### src/rtl/capture_pkg.sv
// capture_pkg
// Shared constants and state type for the capture path.
// Imported by capture_ctrl, the capture RAM and the host command decoder.
//   DEPTH   : capture RAM entries
//   ADDR_W  : capture RAM address width, log2(DEPTH)
//   CNT_W   : sample counter width; one extra bit so that DEPTH itself fits
package capture_pkg;

  localparam int DEPTH  = 512;
  localparam int ADDR_W = $clog2(DEPTH);
  localparam int CNT_W  = ADDR_W + 1;

  typedef enum logic [2:0] {
    ST_IDLE  = 3'd0,
    ST_PRE   = 3'd1,
    ST_ARMED = 3'd2,
    ST_POST  = 3'd3,
    ST_DONE  = 3'd4
  } cap_state_t;

endpackage

### src/rtl/capture_ctrl.sv
// capture_ctrl
// Ring-buffer capture sequencer. Fills the capture RAM with enough
// pre-trigger samples that, together with the requested post-trigger count,
// the buffer is always full when the capture completes.
//
// Ports
//   clk               sole clock, rising edge
//   rst               synchronous active-high reset
//   cap_en            host start request, accepted only in IDLE
//   trig_pos          post-trigger sample count, latched with cap_en
//   smpl              sample strobe, one RAM write per cycle while capturing
//   triggered         trigger flag from the trigger logic
//   clr_done          host acknowledge, releases DONE
//   armed             trigger qualification enable (high only in ARMED)
//   set_capture_done  one-cycle pulse on entry to DONE
//   we                capture RAM write enable (combinational)
//   waddr             capture RAM write address
//   cap_done          sticky capture-complete status
//   trig_addr         oldest sample of the completed buffer
//
// state | meaning
// IDLE  | waiting for cap_en
// PRE   | collecting the DEPTH-post_tgt mandatory pre-trigger samples
// ARMED | buffer primed, waiting for triggered
// POST  | collecting post_tgt post-trigger samples
// DONE  | capture complete, waiting for clr_done
module capture_ctrl
  import capture_pkg::*;
(
  input  logic              clk,
  input  logic              rst,
  input  logic              cap_en,
  input  logic [ADDR_W-1:0] trig_pos,
  input  logic              smpl,
  input  logic              triggered,
  input  logic              clr_done,
  output logic              armed,
  output logic              set_capture_done,
  output logic              we,
  output logic [ADDR_W-1:0] waddr,
  output logic              cap_done,
  output logic [ADDR_W-1:0] trig_addr
);

  cap_state_t        state;
  cap_state_t        state_nxt;
  logic [CNT_W-1:0]  post_tgt;
  logic [CNT_W-1:0]  pre_tgt;
  logic [CNT_W-1:0]  smpl_cnt;
  logic [CNT_W-1:0]  cnt_inc;
  logic [ADDR_W-1:0] waddr_nxt;
  logic              capturing;
  logic              pre_tc;
  logic              post_tc;
  logic              enter_done;

  assign capturing = (state == ST_PRE) || (state == ST_ARMED) || (state == ST_POST);

  // Reset masks the write so a capture interrupted by rst never touches RAM
  // in the reset cycle.
  assign we = capturing & smpl & ~rst;

  assign waddr_nxt = !we ? waddr :
                     (waddr == ADDR_W'(DEPTH - 1)) ? '0 : waddr + ADDR_W'(1);

  // Pre-trigger target ranges 1..DEPTH, hence the extra counter bit.
  assign pre_tgt = CNT_W'(DEPTH) - post_tgt;
  assign cnt_inc = smpl_cnt + CNT_W'(1);
  assign pre_tc  = smpl & (cnt_inc == pre_tgt);
  assign post_tc = smpl & (cnt_inc == post_tgt);

  always_comb begin
    state_nxt = state;
    case (state)
      ST_IDLE:  if (cap_en) state_nxt = ST_PRE;
      ST_PRE:   if (pre_tc) state_nxt = ST_ARMED;
      ST_ARMED: if (triggered) state_nxt = (post_tgt == '0) ? ST_DONE : ST_POST;
      ST_POST:  if (post_tc) state_nxt = ST_DONE;
      ST_DONE:  if (clr_done) state_nxt = ST_IDLE;
      default:  state_nxt = ST_IDLE;
    endcase
  end

  assign enter_done = (state != ST_DONE) && (state_nxt == ST_DONE);
  assign armed      = (state == ST_ARMED);

  always_ff @(posedge clk) begin
    if (rst) begin
      state            <= ST_IDLE;
      waddr            <= '0;
      trig_addr        <= '0;
      cap_done         <= 1'b0;
      set_capture_done <= 1'b0;
      post_tgt         <= '0;
      smpl_cnt         <= '0;
    end else begin
      state            <= state_nxt;
      waddr            <= waddr_nxt;
      set_capture_done <= enter_done;

      // The counter is reused for both sample phases; it restarts at each
      // phase boundary.
      if (state == ST_IDLE && cap_en) begin
        post_tgt <= {1'b0, trig_pos};
        smpl_cnt <= '0;
      end else if (state == ST_PRE && smpl) begin
        smpl_cnt <= pre_tc ? '0 : cnt_inc;
      end else if (state == ST_ARMED && triggered) begin
        smpl_cnt <= '0;
      end else if (state == ST_POST && smpl) begin
        smpl_cnt <= cnt_inc;
      end

      // The buffer is full at this point, so the slot after the last write
      // holds the oldest sample.
      if (enter_done) begin
        cap_done  <= 1'b1;
        trig_addr <= waddr_nxt;
      end else if (state == ST_DONE && clr_done) begin
        cap_done  <= 1'b0;
      end
    end
  end

endmodule

### config.mk
export PLATFORM = sky130hd
export DESIGN_NAME = capture_ctrl
export DESIGN_NICKNAME = d
export VERILOG_FILES = /design/src/rtl/capture_pkg.sv /design/src/rtl/capture_ctrl.sv
export SDC_FILE = /design/constraint.sdc
export NUM_CORES = 1
export LEC_CHECK = 0
export ABC_AREA = 1
export ABC_CLOCK_PERIOD_IN_PS = 2100
export BUFFER_PORTS_ARGS = -buffer_cell sky130_fd_sc_hd__buf_2
export CELL_PAD_IN_SITES_DETAIL_PLACEMENT = 0
export CELL_PAD_IN_SITES_GLOBAL_PLACEMENT = 1
export CORE_ASPECT_RATIO = 1.4
export CORE_MARGIN = 1.5
export CORE_UTILIZATION = 37
export CTS_BUF_LIST = sky130_fd_sc_hd__clkbuf_4
export DETAILED_ROUTE_END_ITERATION = 7
export PLACE_DENSITY_LB_ADDON = 0.1
export SLEW_MARGIN = 40
export SYNTH_ARGS = -nofsm -noshare
export SYNTH_HDL_FRONTEND = slang
export SYNTH_SLANG_ARGS = --single-unit
### constraint.sdc
create_clock -name clk -period 2.1 [get_ports clk]
set_input_delay 0.42 -clock clk [delete_from_list [all_inputs] [get_ports clk]]
set_output_delay 0.42 -clock clk [all_outputs]
set_load 0.01 [all_outputs]
==> Word level (Yosys, flattened, before mapping) <==
Cells that the tools add are included.
{ "totals": {"reg_bits": 42, "output_inout_bits": 22} }
{ "classes": {"add_sub_neg": 3, "eq_ne": 9, "n_mux": 15, "n_bitwise": 5, "n_reduce_logical": 13} }
{ "ops": {"columns": ["op", "n"], "rows": [
  ["$mux W10", 4],
  ["$mux W3", 6],
  ["$mux W9", 2],
  ["$pmux W3 S5", 1],
  ["$add A10 B1 Y10 const B", 1],
  ["$eq A10 B10 Y1", 1],
  ["$eq A10 B9 Y1", 1],
  ["$logic_not A10 Y1", 1],
  ["$sub A10 B9 Y10 const A", 1],
  ["$add A9 B1 Y9 const B", 1],
  ["$eq A9 B9 Y1 const B", 1],
  ["$eq A3 B2 Y1 const B", 2],
  ["$eq A3 B3 Y1 const B", 2],
  ["$logic_and A1 B1 Y1", 6],
  ["$and A1 B1 Y1", 4],
  ["$eq A3 B1 Y1 const B", 1],
  ["$logic_not A3 Y1", 1],
  ["$ne A3 B3 Y1 const B", 1],
  ["$reduce_bool A3 Y1", 1],
  ["$logic_or A1 B1 Y1", 2],
  ["$mux W1", 2],
  ["$reduce_bool A2 Y1", 1],
  ["$reduce_or A2 Y1", 1],
  ["$not A1 Y1", 1]
]} }

==> Logic depth before layout (Yosys ltp) <==
Gate-level depths: netlist of the first run.
{ "logic_depth": {"depth_word": 8, "mapped_depth": 17, "depth_no_buf": 17} }

==> Worst setup path before layout of the first run <==
No wires, ideal clock.
{ "synth_timing": {"path_kind": "reg2reg", "from": "reg post_tgt[0]", "to": "reg smpl_cnt[1]", "setup_ns": 0.120, "arrival_time_ns": 1.787, "required_time_ns": 1.980, "path_slack_ns": 0.193, "stages_incl_launch_ff": 16, "n_path_buf": 0, "period_less_slack_ns": 1.907, "path_cell_list": "dfxtp_1 inv_1 ha_1 nand4_1 nor2_1 ha_1 nand2_1 nand2_1 inv_1 nand2_1 nor2_1 nand2_1 nand2_1 nand2_2 nand3_1 a21oi_1"} }
{ "synth_via": {"elab_chain_cells": 5} }
{ "synth_rtl": {"columns": ["item", "line_no", "source"], "rows": [
  ["start: declaration", "capture_ctrl.sv:47", "logic [CNT_W-1:0] post_tgt;"],
  ["start signal: assignment", "capture_ctrl.sv:104", "post_tgt <= {1'b0, trig_pos};"],
  ["$sub A10 B9 Y10", "capture_ctrl.sv:67", "assign pre_tgt = CNT_W'(DEPTH) - post_tgt;"],
  ["$eq A10 B10 Y1", "capture_ctrl.sv:69", "assign pre_tc = smpl & (cnt_inc == pre_tgt);"],
  ["$and A1 B1 Y1", "capture_ctrl.sv:69", null],
  ["$mux W10", "capture_ctrl.sv:107", "smpl_cnt <= pre_tc ? '0 : cnt_inc;"],
  ["$mux W10", "capture_ctrl.sv:106", "end else if (state == ST_PRE && smpl) begin"],
  ["end signal: assignment", "capture_ctrl.sv:107", null],
  ["end signal: assignment", "capture_ctrl.sv:111", "smpl_cnt <= cnt_inc;"],
  ["end: declaration", "capture_ctrl.sv:49", "logic [CNT_W-1:0] smpl_cnt;"]
]} }
No other way between the ends.
A chain may end at the register's enable or synchronous reset.

==> Final worst setup path of the first run <==
{ "layout_timing": {"from": "reg post_tgt[1]", "to": "reg smpl_cnt[1]"} }
Same word-level chain as after synthesis.

==> results.md, run 1 <==
* Run status: completed
* Mux cell area share after synthesis at less than 1%
* Main combinational cell family by area after synthesis: simple AND/OR/NAND/NOR gates
* Total Routing Usage GR at a little under 20%
* GPL Wtd Cong at between 0.8 and 0.9
* Die Ht at approximately 100 µm
* ANT cells at 0
* WP data arrival at about 2.3 ns
* H-tree depth at 2
* Post-Syn Area at 2540 µm²
* Die area at ~7400 µm²
* Syn Nets at just over 400
* RSZ-0062 raised after global routing: yes
* Detail Route Antenna Nets at 0
* Synth top area cells: dfxtp_1 33%, nand2_1 14%, inv_1 8.0%, nand3_1 7.9%, nor2_1 6.3%
* CTS Hold Bufs at 0
* Tcrit/Tclk final at 97.7%
* Starting Density at around 38%
* Post-Route WL at 6900 µm
* Final instance area at 3220 µm²
* Commonest cells after routing, fill and taps aside: 90 x nand2_1, 52 x inv_1, 39 x dfxtp_1
* Top-area cell type share of the netlist area at 33.1%
* Post-synthesis compound-gate area fraction at a little under an eighth
* Final Hold Viols at 0
* Post-synthesis simple-gate area fraction at between 40% and 50%
* Layout Nets at about 480
* DPL Wire Length at approximately 5500 µm
* Mapped Avg Cell Area at about 6.4 µm²
* Slowest CP cell: dfxtp_2
* Post-DP Area at ~3000 µm²
* Startpoint types: register
* Hold Crit Class: input port to register
* Cell count after synthesis at between 300 and 400
* Cell Chain, Critical Path: inv_2 > ha_4 > nand4_1 > nor2_1 > ha_1 > nand2_1 > nand2_1 > inv_1 > nand2_2 > nor2_4 > nand2_2 > nand2_4 > nand2_8 > nand3_2 > a21oi_2
* Skew-Pair Late Insertion Delay at about 0.36 ns
* Root Driver: clkbuf_4
* Post-synthesis async set-or-reset flop share at 0%
* Via Count at about 2600
* Worst-Margin Slew at between 0.4 and 0.5 ns
* Largest stage delay, worst path at around 0.35 ns
* Min Tclk post-route at 2.05 ns
* Number of global-route vias before repair at 2473
* First-pass GRT wire length at about 11000 µm
* Core Region at between 6000 and 7000 µm²
* Largest area contributor in the netlist: dfxtp_1
* Rel. slew slack at a little under three quarters
* DRT iter0 DRCs at 34
* Total CTS buffers at 5
* Post-Synth XOR/XNOR Area at around 1.4%
* TritonRoute pass-1 iters at 4
* Post-synth EDFFs at 0
* Layout cells sized above 1 at roughly 28%
* Clk pin slew, worst setup/hold paths at 0.14 ns
* Synth-to-layout area growth at 26.7%
* I/O pin total at 37
* Pleak at 1.46 nW
* Max Freq at 487 MHz
* CP Depth at 15
* Seq cells post-synth at 42
* Number of distinct library cells after synthesis at 33
* Crit path max fanout at 5
* Drt wl/cell at between 10 and 15 µm
* DR vias/cell at between 4 and 5
* Crit path kind: register to register
* Peak supply drop at 0.239 mV
* R2r worst-path depth at 15
* Hold depth at 3
* Yosys warns at 0
* Main synth FF type: dfxtp_1
* Initial antenna violation count at 0
* DRC Markers at 0
* Slew Limit Fails at 0
* Maxcap violations at 0
* Commonest non-fill, non-tap cell in the layout: nand2_1
* Clk buf depth at 2
* Final setup vio count at 0
* Kind of cell adding the most delay to the critical path: simple AND/OR/NAND/NOR gates
* Hold slack at between 0.3 and 0.4 ns
* PortBufs at 36
* PwrDens at ~530 nW/µm²
* Final Skew at 0.00629 ns
* CTS tree: built
* Total power at 1.71 mW
* Post-synthesis sequential area ratio at between 30% and 40%
* Row cnt at 35
* Adder-cell share of the synthesized area at under 10%
* Clock sinks at 42
* Chip Width at ~73 µm
* Global route overflow at 0
* CP Data Required Time at between 2 and 2.5 ns
* Worst Path Buf+Inv at 2
* Worst setup EP type: register
* TNS Setup at 0 ns
* Largest net degree at the start of global routing at 21
cell families after synthesis:
logic type	count (synthesis)
simple gates	221
compound gates	56
mux	1
buf+inv	66
xor+xnor	4
flops	42
fa+ha+maj	5
registers in the layout, summed over array words and instances (netlist names):
| register | cells |
|---|---|
| cap_done | 1 |
| post_tgt | 9 |
| set_capture_done | 1 |
| smpl_cnt | 10 |
| state | 3 |
| trig_addr | 9 |
| waddr | 9 |
path summary, 6_finish.rpt:
kind                                           startpoint                         to  slack [ns]
worst max-delay path             post_tgt[1]$_SDFFE_PP0P_   smpl_cnt[1]$_SDFFE_PP0P_        0.05
worst min-delay path                          trig_pos[8]   post_tgt[8]$_SDFFE_PP0P_        0.33
worst max register to register   post_tgt[1]$_SDFFE_PP0P_   smpl_cnt[1]$_SDFFE_PP0P_        0.05
worst min register to register  trig_addr[6]$_SDFFE_PP0P_  trig_addr[6]$_SDFFE_PP0P_        0.47
cells in the mapped netlist, types with 2 or more instances:
master and n:
nand4_1 3, nand2_2 10, inv_2 2, nor2_1 43
a21oi_1 32, dfxtp_1 42, nor3b_1 2, ha_1 5
xor2_1 3, nand3_1 40, nand2_1 96, nor2_2 3
clkinv_1 3, o21ai_0 19, nor2_4 2, nor3_1 8
nand3b_1 3, inv_1 54, nand3_2 7, a31oi_1 2
clkbuf_1 4
metrics by stage:
stage / setup slack [ns] / utilization (%) / std cells
final: 0.0475 / 48.7 / 549
after global routing: -0.138 / 48.7 / 549
after CTS: 0.00265 / 46.4 / 547
after detailed placement: -0.0856 / 44.9 / 538
after global placement: -0.0569 / 44.9 / 538
after floorplan: 0.193 / - / 395
metal layers:
metal | wire [µm] | GRT usage [%] | vias to the layer above
met2 | 3830 | 39.4 | 34
met5 | 0 | 0 | -
li1 | - | - | 1386
met4 | 139 | 5.95 | 0
met3 | 118 | 2.70 | 10
met1 | 2820 | 20.0 | 1180
power breakdown:
| part | switching [mW] | internal (mW) |
|---|---|---|
| clock | 0.298 | 0.264 |
| combinational | 0.188 | 0.123 |
| sequential | 0.0176 | 0.816 |
worst reg2reg max path, cell delays in order (launching register included):
cell and delay [ns]:
dfxtp_2 0.35, inv_2 0.07, ha_4 0.14, nand4_1 0.17, nor2_1 0.15, ha_1 0.25
nand2_1 0.07, nand2_1 0.05, inv_1 0.06, nand2_2 0.06, nor2_4 0.12, nand2_2 0.08
nand2_4 0.14, nand2_8 0.09, nand3_2 0.11, a21oi_2 0.06
repair_timing:
| action | 4_1_cts | 5_1_grt |
|---|---|---|
| gates resized for setup | 3 | 36 |
| pin swaps | 1 | 17 |
| endpoints found under the setup margin | 10 | 25 |
| gates cloned | 0 | 1 |
| setup buffers | 1 | 1 |
area by class of cell:
class,instances,area [µm²]
clock buffer,6,45.0
clock inverter,2,37.5
fill,706,3390
inverter,59,225
multi-input combinational,288,1580
sequential,42,845
tap,92,115
timing repair buffer,60,373
(Power assumes the default switching activity.)
==> run 2: changes to the inputs <==
--- a/config.mk
+++ b/config.mk
@@ -6,15 +6,16 @@
 export NUM_CORES = 1
 export LEC_CHECK = 0
 export ABC_AREA = 1
-export ABC_CLOCK_PERIOD_IN_PS = 2100
+export ABC_CLOCK_PERIOD_IN_PS = 2000
 export BUFFER_PORTS_ARGS = -buffer_cell sky130_fd_sc_hd__buf_2
 export CELL_PAD_IN_SITES_DETAIL_PLACEMENT = 0
 export CELL_PAD_IN_SITES_GLOBAL_PLACEMENT = 1
 export CORE_ASPECT_RATIO = 1.4
 export CORE_MARGIN = 1.5
-export CORE_UTILIZATION = 37
+export CORE_UTILIZATION = 41
 export CTS_BUF_LIST = sky130_fd_sc_hd__clkbuf_4
 export DETAILED_ROUTE_END_ITERATION = 7
+export GPL_ROUTABILITY_DRIVEN = 0
 export PLACE_DENSITY_LB_ADDON = 0.1
 export SLEW_MARGIN = 40
 export SYNTH_ARGS = -nofsm -noshare
==> constraint.sdc (replaced) <==
create_clock -name clk -period 2 [get_ports clk]
set_input_delay 0.4 -clock clk [delete_from_list [all_inputs] [get_ports clk]]
set_output_delay 0.4 -clock clk [all_outputs]
set_load 0.01 [all_outputs]
==> run 2 against run 1 <==
Against the previous run:
- the flow now finishes with violations (negative setup slack)
- maximum frequency is 2.1% higher
- critical endpoint is now trig_addr[7]$_SDFFE_PP0P_
- first-iteration DRC count grew to 3.8 times the previous value
- sequential cell count stayed put
- largest cell class unchanged
- power is 6.0% higher
- critical path depth stayed put
- clock skew is 0.0024 ns lower
- core utilization is 10 points higher
- hold slack worse by 0.022 ns
- global-route usage is 1.3 points higher
- clock power is 5.2% higher
- cell count is 0.55% lower
==> results.md, run 2 (synthesis gave the netlist of run 1 again) <==
* Run status: finished, violations left
* Failing checks: negative setup slack
* Pleak at roughly 1.6 nW
* Via Count at 2694
* Starting Density at between 40% and 50%
* Root Driver: clkbuf_4
* Initial antenna violation count at 0
* WP data arrival at 2.32 ns
* DPL Wire Length at between 5000 and 6000 µm
* RSZ-0062 raised after global routing: yes
* Final Skew at 0.00388 ns
* Chip Width at slightly below 70 µm
* Row cnt at 33
* Peak supply drop at 0.269 mV
* Core Region at slightly below 6000 µm²
* PwrDens at ~520 nW/µm²
* Die area at ~6700 µm²
* Slew Limit Fails at 0
* I/O pin total at 37
* Post-DP Area at 3030 µm²
* Max Freq at ~500 MHz
* H-tree depth at 2
* Clk pin slew, worst setup/hold paths at roughly 0.14 ns
* Number of global-route vias before repair at between 2000 and 2500
* Largest register FFs at 10
* Layout cells sized above 1 at between 30% and 40%
* TritonRoute pass-1 iters at 4
* Cell Chain, Critical Path: ha_4 > buf_4 > nand3_4 > inv_1 > nand2_1 > nand2_1 > nand2_2 > nand2_1 > nand3_2 > nor2_4 > nand3_2 > nand2_4 > buf_8 > nand3_2 > a21oi_2
* HP Start: trig_pos[4]
* Tcrit/Tclk final at 101%
* Commonest non-fill, non-tap cell in the layout: nand2_1
* Total Routing Usage GR at a little over a fifth
* Global route overflow at 0
* Crit path from: smpl_cnt[1]$_SDFFE_PP0P_
* Hold Crit Class: input port to register
* Final Hold Viols at 0
* Synth-to-layout area growth at 36.4%
* First-pass GRT wire length at roughly 11000 µm
* Layout Nets at 495
* Detail Route Antenna Nets at 0
* Worst setup EP type: register
* Final setup vio count at 3
* CTS tree: built
* Maxcap violations at 0
* Clock sinks at 42
* Worst-Margin Slew at between 0.5 and 0.6 ns
* DRC Markers at 0
* Crit path max fanout at 6
* Largest Register: smpl_cnt
* PortBufs at 36
* Inst Count DP at between 500 and 600
* ANT cells at 0
* CP Data Required Time at 2.31 ns
* Final instance area at between 3000 and 4000 µm²
* Multi-input combinational cell area at about 1700 µm²
* Total CTS buffers at 5
* Post-Route WL at just over 7000 µm
* Commonest cells after routing, fill and taps aside: 88 x nand2_1, 52 x inv_1, 40 x buf_4
* Rel. slew slack at approximately two thirds
* Largest net degree at the start of global routing at 21
* Slowest CP cell: dfxtp_2
* Die Ht at just under 100 µm
* DR vias/cell at between 4 and 5
* Hold slack at 0.313 ns
* Largest stage delay, worst path at 0.38 ns
* DRT iter0 DRCs at between 100 and 150
* Drt wl/cell at about 13 µm
* Final core occ at 58.8%
* TNS Setup at -0.0209 ns
* Fill cells at 590
* Skew-Pair Late Insertion Delay at roughly 0.36 ns
* Final std cells w/o fill at about 550
* PnR worst setup slack at -0.0111 ns
* Crit path kind: register to register
* Register area at 852 µm²
* Min Tclk post-route at between 2 and 2.5 ns
* Clk buf depth at 2
* Startpoint types: register
* R2R Path Start: smpl_cnt[1]$_SDFFE_PP0P_
-- run 2: cell types whose count changed in the layout (fill, tap and decap cells not counted), moves of 3 or more --
cell | before | now
a21oi_1 | 30 | 25
dfxtp_2 | 3 | 6
nand3_4 | 0 | 4
dfxtp_1 | 39 | 35
a21oi_2 | 2 | 7
buf_4 | 23 | 40
nand2_4 | 2 | 8
nand3_1 | 31 | 27
-- run 2: per-stage QoR --
| step | power, mW | setup WS (ns) |
|---|---|---|
| global placement | 1.20 | -0.115 |
| global route | 1.90 | -0.184 |
| finish | 1.81 | -0.0111 |
| CTS | 1.81 | -0.0206 |
| floorplan | 1.09 | 0.0930 |
| detailed placement | 1.20 | -0.141 |
-- run 2: critical path: cells and delay by family (launching register included) --
family	cells	cell delay (ns)
DFF	1	0.38
and+or+nand+nor	10	0.93
AOI/OAI and AO/OA	1	0.14
adders and majority gates	1	0.16
buffers and inverters	3	0.35
-- run 2: layout make-up --
type | instances | area share (%)
Sequential cell | 42 | 24.5
Clock inverter | 2 | 1.08
Tap cell | 70 | 2.52
Timing Repair Buffer | 79 | 14.9
Inverter | 59 | 6.56
Multi-Input combinational cell | 288 | 49.1
Clock buffer | 6 | 1.30
-- run 2: routing by layer --
layer  up-vias  wire length, µm  global-route usage [%]
met3        19              170                    3.25
met2        48             3840                    41.5
li1       1429                -                       -
met5         -                0                       0
met4         0              233                    10.5
met1      1198             2860                    21.0
-- run 2: worst paths after layout --
kind                               end  slack [ns]  cells after the start
max          trig_addr[7]$_SDFFE_PP0P_       -0.01                     15
min           post_tgt[4]$_SDFFE_PP0P_        0.31                      3
max reg2reg  trig_addr[7]$_SDFFE_PP0P_       -0.01                     15
min reg2reg  trig_addr[5]$_SDFFE_PP0P_        0.47                      2
-- run 2: where the power goes --
group | switching (mW) | internal (mW)
logic | 0.202 | 0.147
registers | 0.0140 | 0.855
clock network | 0.313 | 0.277
total | 0.529 | 1.28
-- run 2: what timing repair did --
item                                    CTS  global route
pin swaps                                15            24
setup buffers                             5             4
endpoints found under the setup margin   22            25
gates resized for setup                  32            44
hold buffers                              0             0
cloned                                    2             0
==> run 3: changes to the inputs <==
--- a/config.mk
+++ b/config.mk
@@ -16,6 +16,7 @@
 export CTS_BUF_LIST = sky130_fd_sc_hd__clkbuf_4
 export DETAILED_ROUTE_END_ITERATION = 7
 export GPL_ROUTABILITY_DRIVEN = 0
+export MAX_ROUTING_LAYER = met4
 export PLACE_DENSITY_LB_ADDON = 0.1
 export SLEW_MARGIN = 40
 export SYNTH_ARGS = -nofsm -noshare
==> run 3 against run 2 <==
Against the previous run:
- the run still ends with negative setup slack left
- cell count unchanged
- global-route usage up 0.65 points
- clock-buffer cell count unchanged
- combinational power about the same
- wire length up 0.62%
- sequential cell count unchanged
- core utilization up 0.15 points
- final area up 0.25%
- hold slack worse by 0.0067 ns
- power up 0.25%
- critical path type unchanged
- largest power group unchanged
==> results.md, run 3 (synthesis gave the netlist of run 1 again) <==
* Run status: finished, violations left
* Failing checks: negative setup slack
* H-tree depth at 2
* Initial antenna violation count at 0
* Final Skew at 0.00935 ns
* RSZ-0062 raised after global routing: yes
* Die Ht at ~96 µm
* Largest net degree at the start of global routing at 21
* Largest Register: smpl_cnt
* Maxcap violations at 0
* Clock sinks at 42
* First-pass GRT wire length at between 10000 and 15000 µm
* Largest stage delay, worst path at roughly 0.36 ns
* Commonest non-fill, non-tap cell in the layout: nand2_1
* R2r worst-path depth at 17
* Combinational Power Share at between 10% and 20%
* Total Routing Usage GR at approximately 22%
* Startpoint types: register
* Worst setup EP type: register
* Final core occ at just under 60%
* PortBufs at 36
* PnR worst setup slack at -0.0311 ns
* CP Depth at 17
* TritonRoute pass-1 iters at 4
* Post-Route WL at between 7000 and 8000 µm
* Max Freq at slightly below 500 MHz
* Total CTS buffers at 5
* Flop pwr share at a little under half
* Row cnt at 33
* Starting Density at between 40 and 50%
* Pint at about 1.3 mW
* Tcrit/Tclk final at 102%
* Final instance area at between 3000 and 4000 µm²
* CP Data Required Time at 2.32 ns
* Sw Pwr at ~0.53 mW
* Drt wl/cell at around 13 µm
* Hold Crit Class: input port to register
* I/O pin total at 37
* WP data arrival at around 2.4 ns
* Worst Hold End: post_tgt[4]$_SDFFE_PP0P_
* Layout cells sized above 1 at 35.7%
* Worst Path Buf+Inv at 5
* Clk buf depth at 2
* CTS tree: built
* Skew-Pair Late Insertion Delay at 0.37 ns
* Final setup vio count at 6
* Reg2Reg Setup Slack at -0.03 ns
* Pleak at 1.58 nW
* Post-DP Area at just over 3000 µm²
* Slowest CP cell: dfxtp_2
* Layout Nets at around 500
* Rel. slew slack at approximately two thirds
* Slew Limit Fails at 0
* Detail Route Antenna Nets at 0
* FF-to-FF End: trig_addr[7]$_SDFFE_PP0P_
* Largest register FFs at 10
* Power share of the clock group at 32.7%
* Cell Chain, Critical Path: ha_4 > nand2_4 > inv_4 > buf_4 > buf_4 > nand3_2 > nand2_2 > nand2_4 > inv_2 > nand2_2 > nand3_2 > nor2_4 > nand3_2 > nand2_4 > buf_8 > nand3_2 > a21oi_2
* Global route overflow at 0
* Die area at approximately 6700 µm²
* R2R Path Start: smpl_cnt[0]$_SDFFE_PP0P_
* DR vias/cell at just under 5
* DRT iter0 DRCs at between 100 and 150
* Worst-Margin Slew at about 0.53 ns
* Core Region at around 5900 µm²
* Switching part of the total power at between 20 and 30%
* Final Hold Viols at 0
* DRC Markers at 0
* ANT cells at 0
* Root Driver: clkbuf_4
* Top cell by count, worst path: nand3_2
* Kind of cell adding the most delay to the critical path: simple AND/OR/NAND/NOR gates
* Synth-to-layout area growth at 36.8%
* Commonest cells after routing, fill and taps aside: 88 x nand2_1, 52 x inv_1, 39 x buf_4
* DPL Wire Length at 5310 µm
* HP Start: trig_pos[4]
* Min Tclk post-route at roughly 2.0 ns
* Crit path kind: register to register
* Crit path max fanout at 6
* Number of global-route vias before repair at ~2400
* Peak supply drop at ~0.29 mV
* PwrDens at between 500 and 600 nW/µm²
* Hold depth at 3
* CTS Hold Bufs at 0
* Clk pin slew, worst setup/hold paths at 0.14 ns
* Via Count at approximately 2700
* Chip Width at just under 70 µm
==> run 3: changes by cell type in the layout (fill, tap and decap cells not counted), moves of 2 or more <==
| cell | before | now |
|---|---|---|
| nand3_4 | 4 | 2 |
| a21oi_1 | 25 | 23 |
| nor2_2 | 7 | 5 |
| nand3_1 | 27 | 24 |
| nand3_2 | 16 | 21 |
| a21oi_2 | 7 | 9 |
==> run 3: what timing repair did <==
item / in CTS / in global routing
pin swaps: 15 / 18
hold endpoints to repair: 0 / 0
setup buffers: 5 / 3
setup endpoints to repair: 22 / 25
gates resized for setup: 32 / 47
cloned: 2 / 0
==> run 3: final cells by class <==
cell class	count	area, µm²
Clock buffer	6	45.0
Clock inverter	2	37.5
Fill cell	583	2420
Inverter	59	228
Multi-Input combinational cell	288	1710
Sequential cell	42	852
Tap cell	70	87.6
Timing Repair Buffer	79	522
==> run 3: stage by stage <==
stage / TNS [ns] / setup slack (ns) / instances / power [mW] / hold slack [ns]
floorplan: 0 / 0.0930 / 395 / 1.09 / 0.470
global placement: -1.99 / -0.115 / 529 / 1.20 / 0.446
detailed placement: -2.43 / -0.141 / 529 / 1.20 / 0.450
CTS: -0.119 / -0.0206 / 543 / 1.81 / 0.308
global route: -3.03 / -0.203 / 546 / 1.90 / 0.326
finish: -0.0527 / -0.0311 / 546 / 1.81 / 0.306
==> run 3: power groups by stage <==
stage / registers (mW) / logic [mW] / clock network (mW)
final: 0.869 / 0.350 / 0.594
after global routing: 0.873 / 0.390 / 0.635
after CTS: 0.870 / 0.333 / 0.605
after detailed placement: 0.887 / 0.311 / 0
after global placement: 0.887 / 0.309 / 0
after floorplan: 0.891 / 0.194 / 0
==> run 3: tightest hold or removal path: stages <==
cell,delay (ns)
buf_2,0.08
o21ai_0,0.09
nor2_1,0.09
==> run 3: worst max-delay path by stage <==
| stage | from | endpoint | slack, ns |
|---|---|---|---|
| 6_report | smpl_cnt[0]$_SDFFE_PP0P_ | trig_addr[7]$_SDFFE_PP0P_ | -0.03 |
| 3_5_place_dp | smpl_cnt[0]$_SDFFE_PP0P_ | trig_addr[5]$_SDFFE_PP0P_ | -0.14 |
| 4_1_cts | smpl_cnt[0]$_SDFFE_PP0P_ | smpl_cnt[6]$_SDFFE_PP0P_ | -0.02 |
| 3_3_place_gp | smpl_cnt[0]$_SDFFE_PP0P_ | trig_addr[5]$_SDFFE_PP0P_ | -0.12 |
| 2_1_floorplan | post_tgt[0]$_SDFFE_PP0P_ | smpl_cnt[1]$_SDFFE_PP0P_ | 0.09 |
| 5_1_grt | post_tgt[0]$_SDFFE_PP0P_ | smpl_cnt[4]$_SDFFE_PP0P_ | -0.20 |
==> run 3: routing by layer <==
layer / track usage, % / share of wire [%]
met1: 21.1 / 40
met2: 41.5 / 55
met3: 3.25 / 2.2
met4: 10.5 / 2.3
met5: - / 0
